==> src/rtl/his_pkg.sv <==
// Shared histogram package: FSM encoding, default geometry and BRAM address composition.
// Used by both the histogram writer and the peak reader.
package his_pkg;

    localparam int HIS_NB        = 4;
    localparam int HIS_PIXEL_NUM = 4;
    localparam int HIS_PEAK_W    = 8;

    typedef enum logic [2:0] {
        S_IDLE,
        S_READ,
        S_DRAIN,
        S_EMIT,
        S_FINISH
    } his_state_e;

    // Two banks laid out back to back, each PIXEL_NUM histograms of BIN_NUM words.
    function automatic int unsigned his_addr(input int unsigned bank,
                                             input int unsigned pixel,
                                             input int unsigned bin,
                                             input int unsigned pixel_num,
                                             input int unsigned bin_num);
        return bank * pixel_num * bin_num + pixel * bin_num + bin;
    endfunction

endpackage

==> src/rtl/his_peak_reader_peak_tracker.sv <==
// Running maximum of one histogram: strictly-greater replaces, so ties keep the lowest bin.
module peak_tracker #(
    parameter int NB     = 4,
    parameter int PEAK_W = 8
) (
    input  logic              clk,
    input  logic              res,
    input  logic              clr,
    input  logic              smp_vld,
    input  logic [PEAK_W-1:0] smp_data,
    input  logic [NB-1:0]     smp_bin,
    output logic [PEAK_W-1:0] max_count,
    output logic [NB-1:0]     max_bin
);

    always_ff @(posedge clk or negedge res) begin
        if (!res) begin
            max_count <= '0;
            max_bin   <= '0;
        end else if (clr) begin
            max_count <= '0;
            max_bin   <= '0;
        end else if (smp_vld && (smp_data > max_count)) begin
            max_count <= smp_data;
            max_bin   <= smp_bin;
        end
    end

endmodule

==> src/rtl/his_peak_reader.sv <==
// Histogram readout: scans each pixel histogram of the selected bank and streams its peak.
// Optional HIS_CLEAR_ON_READ_EN zeroes every word one cycle after it is read.
module his_peak_reader
    import his_pkg::*;
#(
    parameter int NB        = HIS_NB,
    parameter int PIXEL_NUM = HIS_PIXEL_NUM,
    parameter int PEAK_W    = HIS_PEAK_W,
    parameter int ADDR_W    = $clog2(2 * PIXEL_NUM * (2 ** NB))
) (
    input  logic                         clk,
    input  logic                         res,
    input  logic                         start,
    input  logic                         his_sel,
    output logic                         rd_en,
    output logic [ADDR_W-1:0]            rd_addr,
    input  logic [PEAK_W-1:0]            rd_data,
    output logic                         clr_we,
    output logic [ADDR_W-1:0]            clr_addr,
    output logic                         out_valid,
    input  logic                         out_ready,
    output logic [$clog2(PIXEL_NUM)-1:0] out_pixel,
    output logic [NB-1:0]                out_peak_bin,
    output logic [PEAK_W-1:0]            out_peak_count,
    output logic                         out_empty,
    output logic                         busy,
    output logic                         done
);

    localparam int BIN_NUM = 2 ** NB;
    localparam int PX_W    = $clog2(PIXEL_NUM);

    his_state_e        state, state_nx;
    logic              bank;
    logic [PX_W-1:0]   pixel;
    logic [NB-1:0]     bin, bin_d;
    logic              smp_vld;
    logic              trk_clr;
    logic              last_bin, last_px;
    logic [PEAK_W-1:0] max_count;
    logic [NB-1:0]     max_bin;

    assign last_bin = (bin == NB'(BIN_NUM - 1));
    assign last_px  = (pixel == PX_W'(PIXEL_NUM - 1));

    always_comb begin
        state_nx = state;
        case (state)
            S_IDLE:   if (start) state_nx = S_READ;
            S_READ:   if (last_bin) state_nx = S_DRAIN;
            S_DRAIN:  state_nx = S_EMIT;
            S_EMIT:   if (out_ready) state_nx = last_px ? S_FINISH : S_READ;
            S_FINISH: state_nx = S_IDLE;
            default:  state_nx = S_IDLE;
        endcase
    end

    always_ff @(posedge clk or negedge res) begin
        if (!res) begin
            state   <= S_IDLE;
            bank    <= 1'b0;
            pixel   <= '0;
            bin     <= '0;
            bin_d   <= '0;
            smp_vld <= 1'b0;
        end else begin
            state   <= state_nx;
            smp_vld <= rd_en;
            bin_d   <= bin;
            case (state)
                S_IDLE: if (start) begin
                    bank  <= his_sel;
                    pixel <= '0;
                    bin   <= '0;
                end
                S_READ: bin <= bin + 1'b1;
                S_EMIT: if (out_ready && !last_px) pixel <= pixel + 1'b1;
                default: ;
            endcase
        end
    end

    // Fresh maximum every time a pixel scan begins.
    assign trk_clr = (state_nx == S_READ) && (state != S_READ);

    peak_tracker #(.NB(NB), .PEAK_W(PEAK_W)) u_trk (
        .clk       (clk),
        .res       (res),
        .clr       (trk_clr),
        .smp_vld   (smp_vld),
        .smp_data  (rd_data),
        .smp_bin   (bin_d),
        .max_count (max_count),
        .max_bin   (max_bin)
    );

    assign rd_en   = (state == S_READ);
    assign rd_addr = rd_en ? ADDR_W'(his_addr(32'(bank), 32'(pixel), 32'(bin),
                                              PIXEL_NUM, BIN_NUM)) : '0;

`ifdef HIS_CLEAR_ON_READ_EN
    logic [ADDR_W-1:0] clr_addr_q;
    always_ff @(posedge clk or negedge res) begin
        if (!res) clr_addr_q <= '0;
        else      clr_addr_q <= rd_addr;
    end
    assign clr_we   = smp_vld;
    assign clr_addr = smp_vld ? clr_addr_q : '0;
`else
    assign clr_we   = 1'b0;
    assign clr_addr = '0;
`endif

    // Record fields read as zero outside EMIT.
    assign out_valid      = (state == S_EMIT);
    assign out_pixel      = out_valid ? pixel : '0;
    assign out_peak_bin   = out_valid ? max_bin : '0;
    assign out_peak_count = out_valid ? max_count : '0;
    assign out_empty      = out_valid && (max_count == '0);
    assign busy           = (state != S_IDLE);
    assign done           = (state == S_FINISH);

endmodule
==> config.mk <==
export PLATFORM = sky130hd
export DESIGN_NAME = his_peak_reader
export DESIGN_NICKNAME = d
export VERILOG_FILES = /design/src/rtl/his_pkg.sv /design/src/rtl/his_peak_reader_peak_tracker.sv /design/src/rtl/his_peak_reader.sv
export SDC_FILE = /design/constraint.sdc
export NUM_CORES = 1
export LEC_CHECK = 0
export BUFFER_PORTS_ARGS = -buffer_cell sky130_fd_sc_hd__buf_2
export CAP_MARGIN = 30
export CORE_MARGIN = 2
export CORE_UTILIZATION = 40
export DETAILED_ROUTE_END_ITERATION = 16
export PLACE_DENSITY = 0.63
export SYNTH_ARGS = -nofsm -noshare
export SYNTH_HDL_FRONTEND = slang
export SYNTH_SLANG_ARGS = --single-unit
==> constraint.sdc <==
create_clock -name clk -period 3.2 [get_ports clk]
set_input_delay 0.64 -clock clk [delete_from_list [all_inputs] [get_ports clk]]
set_output_delay 0.64 -clock clk [all_outputs]
set_load 0.01 [all_outputs]
==> results by group, run 1 <==
Clock tree
  – Inserted Clock Buffers: 3
  – Post_cts resized: 0
  – CTS tree: done
  – Clock Latency Late Sink: 270 ps
  – CTS sink cnt: 27
  – Hold Buf Count CTS: 0
  – Clk root buf: clkbuf_8
  – CTS clock-pin slew for the worst setup and hold paths: 90 ps
  – H-tree Lvls: 1
  – CTS max path bufs: 2
  – Post-CTS Setup Repair Bufs: 0

Setup path
  – Setup CP Type: reg2out
  – CP Data Arrival Time: 1880 ps
  – Crit Path Max Fanout: 12
  – Worst R2R Setup Slack: 1260 ps
  – Kind of end point of the critical path: primary output
  – Slowest CP cell: dfrtp_1
  – Worst Path Required: 2560 ps
  – Crit-path cells: nand2_1 -> nor2_1 -> buf_4 -> and2_1 -> buf_2
  – Crit-path max cell delay: 530 ps
  – CP Launch Type: register

Timing
  – Fin. Hold Viols: 0
  – Setup ws final: 679 ps
  – Max Slew Vio Count: 0
  – Finish-stage setup viols: 0
  – Fin crit period: 2520 ps
  – Hold slack: 355 ps
  – RSZ-0062 raised after global routing: no
  – Setup TNS: 0 ps
  – Max transition margin: 60.7%
  – Worst slew pin tran: 589 ps
  – Period utilization: 78.8%
  – Max Clk Rate: 0.397 GHz
  – Clock Skew: 8.75 ps

Run status
  – Outcome: complete, no violations

Route
  – Wirelength, routed: 3530 um
  – Residual DRC: 0
  – DR iter-0 viols: 90
  – WL per Instance: 13.7 um
  – Via count: 1,376
  – Initial DRT Pass Iterations: 4
  – Vias/cell: 5.33
  – Post-DRT Antenna Nets: 0

Synth
  – Fraction of registers with async set or reset after synthesis: 100%
  – Top_reg_cell synth: dfrtp_1
  – Synthesis warning total: 0
  – Post-Synthesis Cell Area: 0.00161 mm^2
  – Synthesized area per cell: 9.28 um^2
  – Synth area leaders: dfrtp_1, ha_1, nand3_1
  – Yosys top cell by area: dfrtp_1
  – Share of the synthesized area in the top cell type: 41.9%
  – Register bit total from synthesis: 27
  – Sequential element share of the synthesized area: 41.9%
  – Mapped Cells: 174
  – Most instantiated cells after synthesis: dfrtp_1, nand3_1, a21oi_1
  – Number of synthesized flops with an enable pin: 0
  – Cell with the most instances after synthesis: dfrtp_1
  – Netlist cell types: 38

Place
  – DP HPWL: 2650 um
  – Setup WS pre-CTS: 934 ps
  – Cells after DPL: 254
  – IO buf count: 38
  – Placer Congestion: 0.795

Power
  – Pleak: 0.926 nW
  – Clock power frac: 11.3%
  – Power density over cell area: 923 mW/mm^2
  – Internal power: 0.000971 W
  – IR drop worst, VDD: 0.413 mV
  – Comb pwr share: 51.4%
  – Sw Share: 42.9%
  – P_sw: 0.000729 W
  – Reg power frac: 37.3%

Die
  – Die Wd: 67.5 um
  – Row count: 23
  – Die Area: 0.00456 mm^2
  – Core box area: 0.00394 mm^2
  – I/O pin total: 47
  – Die Ht: 67.5 um
  – Initial Utilization: 40.9%

Layout
  – Final cell count without fillers: 258
  – Post-route core utilization: 46.7%
  – Post-layout nets: 232
  – Ratio of cells with drive above 1 in the final layout: 24.0%
  – N_diodes: 0
  – Area Growth Syn to Fin: 14.0%

Global routing
  – First-pass GRT wire length: 5750 um
  – Largest net degree at the start of global routing: 28
  – Overflow after GRT: 0
  – Number of global-route vias before repair: 1,181
  – Antenna violations before repair: 0
  – Gr usage total: 16.8%

Worst hold path
  – Hold Crit Class: in2async

Flow run
  – Max-Cap Viols: 0
==> layout make-up <==
class	count	area [um^2]
well taps	50	62.6
flip-flops and latches	27	676
inverters	10	37.5
multi-input cells	125	800
clock buffers	4	45.0
repair buffers	42	220
fillers	379	2100
==> flip-flops by register name (all words and copies together), names as in the netlist <==
signal,count
u_trk.max_count,8
bin,4
bin_d,4
u_trk.max_bin,4
state,3
pixel,2
bank,1
smp_vld,1
==> through the flow <==
step	total power [W]	cell area, um^2
after detailed placement	0.00152	1800
final	0.00170	1840
after global routing	0.00187	1840
after CTS	0.00172	1840
after global placement	0.00152	1800
after floorplan	0.00128	1640
==> worst max-delay path: cells and delay by family, from the launching register on <==
family        cells  cell delay (ps)
simple gates      3              750
flops             1              530
buf+inv           2              330
==> layout by cell type, fill, tap and decap left out, types with 2 or more instances in the layout <==
cell type,count
nor3_1,9
and3_1,10
nand2_1,5
nand3_1,17
inv_1,10
nor2_1,3
o21ai_1,10
a21oi_1,14
buf_2,38
a22o_1,3
buf_4,4
clkbuf_8,3
o21ai_0,6
nor4_1,3
dfrtp_1,27
and2_1,7
ha_1,10
conb_1,8
a21o_1,2
==> power groups by stage <==
stage	registers, W	logic (W)	clock network, W
3_5_place_dp	0.000638	0.000879	0
5_1_grt	0.000656	0.00100	0.000215
4_1_cts	0.000632	0.000886	0.000198
3_3_place_gp	0.000638	0.000877	0
6_report	0.000634	0.000874	0.000191
2_1_floorplan	0.000587	0.000697	0
==> layer usage <==
layer | wire (um) | vias to the layer above | global-route usage [%]
met1 | 1650 | 663 | 23.2
li1 | - | 679 | -
met5 | 0 | - | 0
met4 | 24 | 0 | 6.12
met2 | 1690 | 32 | 27.0
met3 | 168 | 2 | 2.17
==> cell families (layout without fill, tap and decap cells) <==
| group | Yosys count | in the layout | synth area share (%) |
|---|---|---|---|
| flops | 27 | 27 | 41.9 |
| buf+inv | 29 | 56 | 10.2 |
| mux | 3 | 3 | 2.02 |
| other cells | 1 | 8 | 0.232 |
| compound gates | 44 | 44 | 17.2 |
| fa+ha+maj | 10 | 10 | 7.75 |
| simple gates | 60 | 60 | 20.7 |
==> final timing paths <==
kind | to | cells after the start | start
max in group asynchronous | u_trk.max_count[0]$_DFFE_PN0P_ | 1 | res
max reg2reg | u_trk.max_count[7]$_DFFE_PN0P_ | 7 | u_trk.max_count[6]$_DFFE_PN0P_
max | out_peak_bin[3] | 5 | state[1]$_DFF_PN0_
min reg2reg | bin_d[1]$_DFF_PN0_ | 0 | bin[1]$_DFFE_PN0P_
min | pixel[0]$_DFFE_PN0P_ | 1 | res
min in group clk | bin_d[1]$_DFF_PN0_ | 0 | bin[1]$_DFFE_PN0P_
Power figures use the tool's default switching activity.
==> run 2: changes to the inputs <==
--- a/config.mk
+++ b/config.mk
@@ -10,7 +10,7 @@
 export CORE_MARGIN = 2
 export CORE_UTILIZATION = 40
 export DETAILED_ROUTE_END_ITERATION = 16
-export PLACE_DENSITY = 0.63
+export PLACE_DENSITY = 0.66
 export SYNTH_ARGS = -nofsm -noshare
 export SYNTH_HDL_FRONTEND = slang
 export SYNTH_SLANG_ARGS = --single-unit
==> constraint.sdc (replaced) <==
create_clock -name clk -period 2.2 [get_ports clk]
set_input_delay 0.44 -clock clk [delete_from_list [all_inputs] [get_ports clk]]
set_output_delay 0.44 -clock clk [all_outputs]
set_load 0.01 [all_outputs]
==> results by group, run 2 (same netlist as run 1, synthesis figures left out) <==
Setup path
  – Stages on worst setup path: 4 (was 5)
  – Crit-path max cell delay: 510 ps (was 530 ps)
  – CP Launch Type: register (unchanged)
  – Crit-path cells: nor2_1 -> buf_4 -> and2_1 -> buf_2 (was nand2_1 -> nor2_1 -> buf_4 -> and2_1 -> buf_2)
  – Crit Path Max Fanout: 12 (unchanged)
  – Setup CP Type: reg2out (unchanged)
  – Worst Path Required: 1760 ps (was 2560 ps)
  – Delay-heaviest family, CP: flip-flops (was simple AND/OR/NAND/NOR gates)
  – Worst Reg2Reg Path Length in Cells: 7 (unchanged)
  – WP buf/inv: 2 (unchanged)
  – Slowest CP cell: dfrtp_1 (unchanged)
  – Kind of end point of the critical path: primary output (unchanged)
  – CP Data Arrival Time: 1560 ps (was 1880 ps)

Flow run
  – Max-Cap Viols: 0 (unchanged)

Die
  – I/O pin total: 47 (unchanged)
  – Core box area: 0.00394 mm^2 (unchanged)
  – Initial Utilization: 40.9% (unchanged)
  – Die Ht: 67.5 um (unchanged)
  – Row count: 23 (unchanged)
  – Die Area: 0.00456 mm^2 (unchanged)
  – Die Wd: 67.5 um (unchanged)

Timing
  – Max transition margin: 59.1% (was 60.7%)
  – Period utilization: 90.9%
  – Worst slew pin tran: 614 ps (was 589 ps)
  – Fin crit period: 2000 ps
  – Max Slew Vio Count: 0 (unchanged)
  – Setup TNS: 0 ps (unchanged)
  – RSZ-0062 raised after global routing: no (unchanged)
  – Fin. Hold Viols: 0 (unchanged)
  – Finish-stage setup viols: 0 (unchanged)
  – Setup ws final: 201 ps (was 679 ps)
  – Clock Skew: 7.26 ps (was 8.75 ps)
  – Hold slack: 168 ps (was 355 ps)
  – Max Clk Rate: 0.500 GHz

Power
  – IR drop worst, VDD: 0.822 mV (was 0.413 mV)
  – Power density over cell area: 1360 mW/mm^2 (was 923 mW/mm^2)
  – Pleak: 0.942 nW (was 0.926 nW)

Route
  – Wirelength, routed: 3680 um (was 3530 um)
  – Via count: 1,413 (was 1,376)
  – Post-DRT Antenna Nets: 0 (unchanged)
  – Initial DRT Pass Iterations: 5 (was 4)
  – WL per Instance: 14.1 um (was 13.7 um)
  – DR iter-0 viols: 85 (was 90)
  – Vias/cell: 5.41 (was 5.33)
  – Residual DRC: 0 (unchanged)

Clock tree
  – Clock Latency Late Sink: 270 ps (about the same)
  – H-tree Lvls: 1 (unchanged)
  – Inserted Clock Buffers: 3 (unchanged)
  – CTS sink cnt: 27 (unchanged)
  – CTS clock-pin slew for the worst setup and hold paths: 100 ps (was 90 ps)
  – CTS max path bufs: 2 (unchanged)
  – CTS tree: done (unchanged)
  – Post-CTS Setup Repair Bufs: 0 (unchanged)
  – Clk root buf: clkbuf_8 (unchanged)
  – Hold Buf Count CTS: 0 (unchanged)

Global routing
  – Gr usage total: 17.4% (was 16.8%)
  – Overflow after GRT: 0 (unchanged)
  – Antenna violations before repair: 0 (unchanged)
  – First-pass GRT wire length: 5860 um (was 5750 um)
  – Number of global-route vias before repair: 1,236 (was 1,181)
  – Largest net degree at the start of global routing: 28 (unchanged)

Layout
  – Most frequent cells in the layout: buf_2, dfrtp_1, nand3_1, a21oi_1 (unchanged)
  – Area Growth Syn to Fin: 16.0% (was 14.0%)
  – Final cell count without fillers: 261 (was 258)
  – Ratio of cells with drive above 1 in the final layout: 25.6% (was 24.0%)
  – N_diodes: 0 (unchanged)
  – Post-layout nets: 235 (was 232)
  – Biggest register: u_trk.max_count (unchanged)
  – Commonest non-fill, non-tap cell in the layout: buf_2 (unchanged)
  – Flip-flop count of the largest register after layout: 8 (unchanged)

Place
  – IO buf count: 38 (unchanged)
  – DP HPWL: 2640 um (was 2650 um)
  – Setup WS pre-CTS: 0.307 ps (was 934 ps)
  – Cells after DPL: 257 (was 254)
  – Placer Congestion: 0.833 (was 0.795)

Run status
  – Outcome: complete, no violations (unchanged)

Worst hold path
  – Hold Crit Class: in2async (unchanged)
run 2: cell count changes in the layout (fill, tap and decap cells not counted):
cell,before,now
clkbuf_1,1,0
a211oi_4,0,1
a211oi_2,1,0
clkinv_2,0,1
buf_4,4,7
run 2: where the power goes:
| part | switching [W] | internal [W] | total [W] |
|---|---|---|---|
| combinational | 0.000747 | 0.000589 | 0.00134 |
| clock | 0.000157 | 0.000127 | 0.000284 |
| sequential | 0.000194 | 0.000723 | 0.000917 |
run 2: routing by layer:
metal | up-vias | global-route usage (%) | share of wire [%]
met1 | 684 | 23.9 | 48
met3 | 2 | 3.67 | 5.8
li1 | 679 | - | -
met2 | 48 | 28.2 | 46
met4 | 0 | 3.83 | 0.60
met5 | - | 0 | 0
run 2: area by class of cell:
class | instances | area, um^2
sequential | 27 | 676
multi-input combinational | 125 | 807
fill | 391 | 2070
inverter | 10 | 37.5
tap | 50 | 62.6
timing repair buffer | 45 | 243
clock buffer | 3 | 41.3
clock inverter | 1 | 5.00
run 2: worst paths after layout:
kind	from	endpoint	slack [ps]
max	state[1]$_DFF_PN0_	rd_en	200
min	res	state[2]$_DFF_PN0_	170
max reg2reg	u_trk.max_count[1]$_DFFE_PN0P_	u_trk.max_count[5]$_DFFE_PN0P_	220
min reg2reg	bin[1]$_DFFE_PN0P_	bin_d[1]$_DFF_PN0_	470
max in group asynchronous	res	u_trk.max_bin[0]$_DFFE_PN0P_	1630
min in group clk	his_sel	bank$_DFFE_PN0P_	380
run 2: repair_timing:
| action | 4_1_cts | 5_1_grt |
|---|---|---|
| endpoints found under the setup margin | 0 | 12 |
| resized for setup | 0 | 1 |
| hold endpoints to repair | 0 | 0 |
run 2: per-stage QoR:
stage,total power [W],util [%],cell area (um^2)
after floorplan,0.00187,-,1640
after global placement,0.00223,46.1,1820
after detailed placement,0.00225,46.1,1820
after CTS,0.00254,47.3,1860
after global routing,0.00278,47.5,1870
final,0.00254,47.5,1870
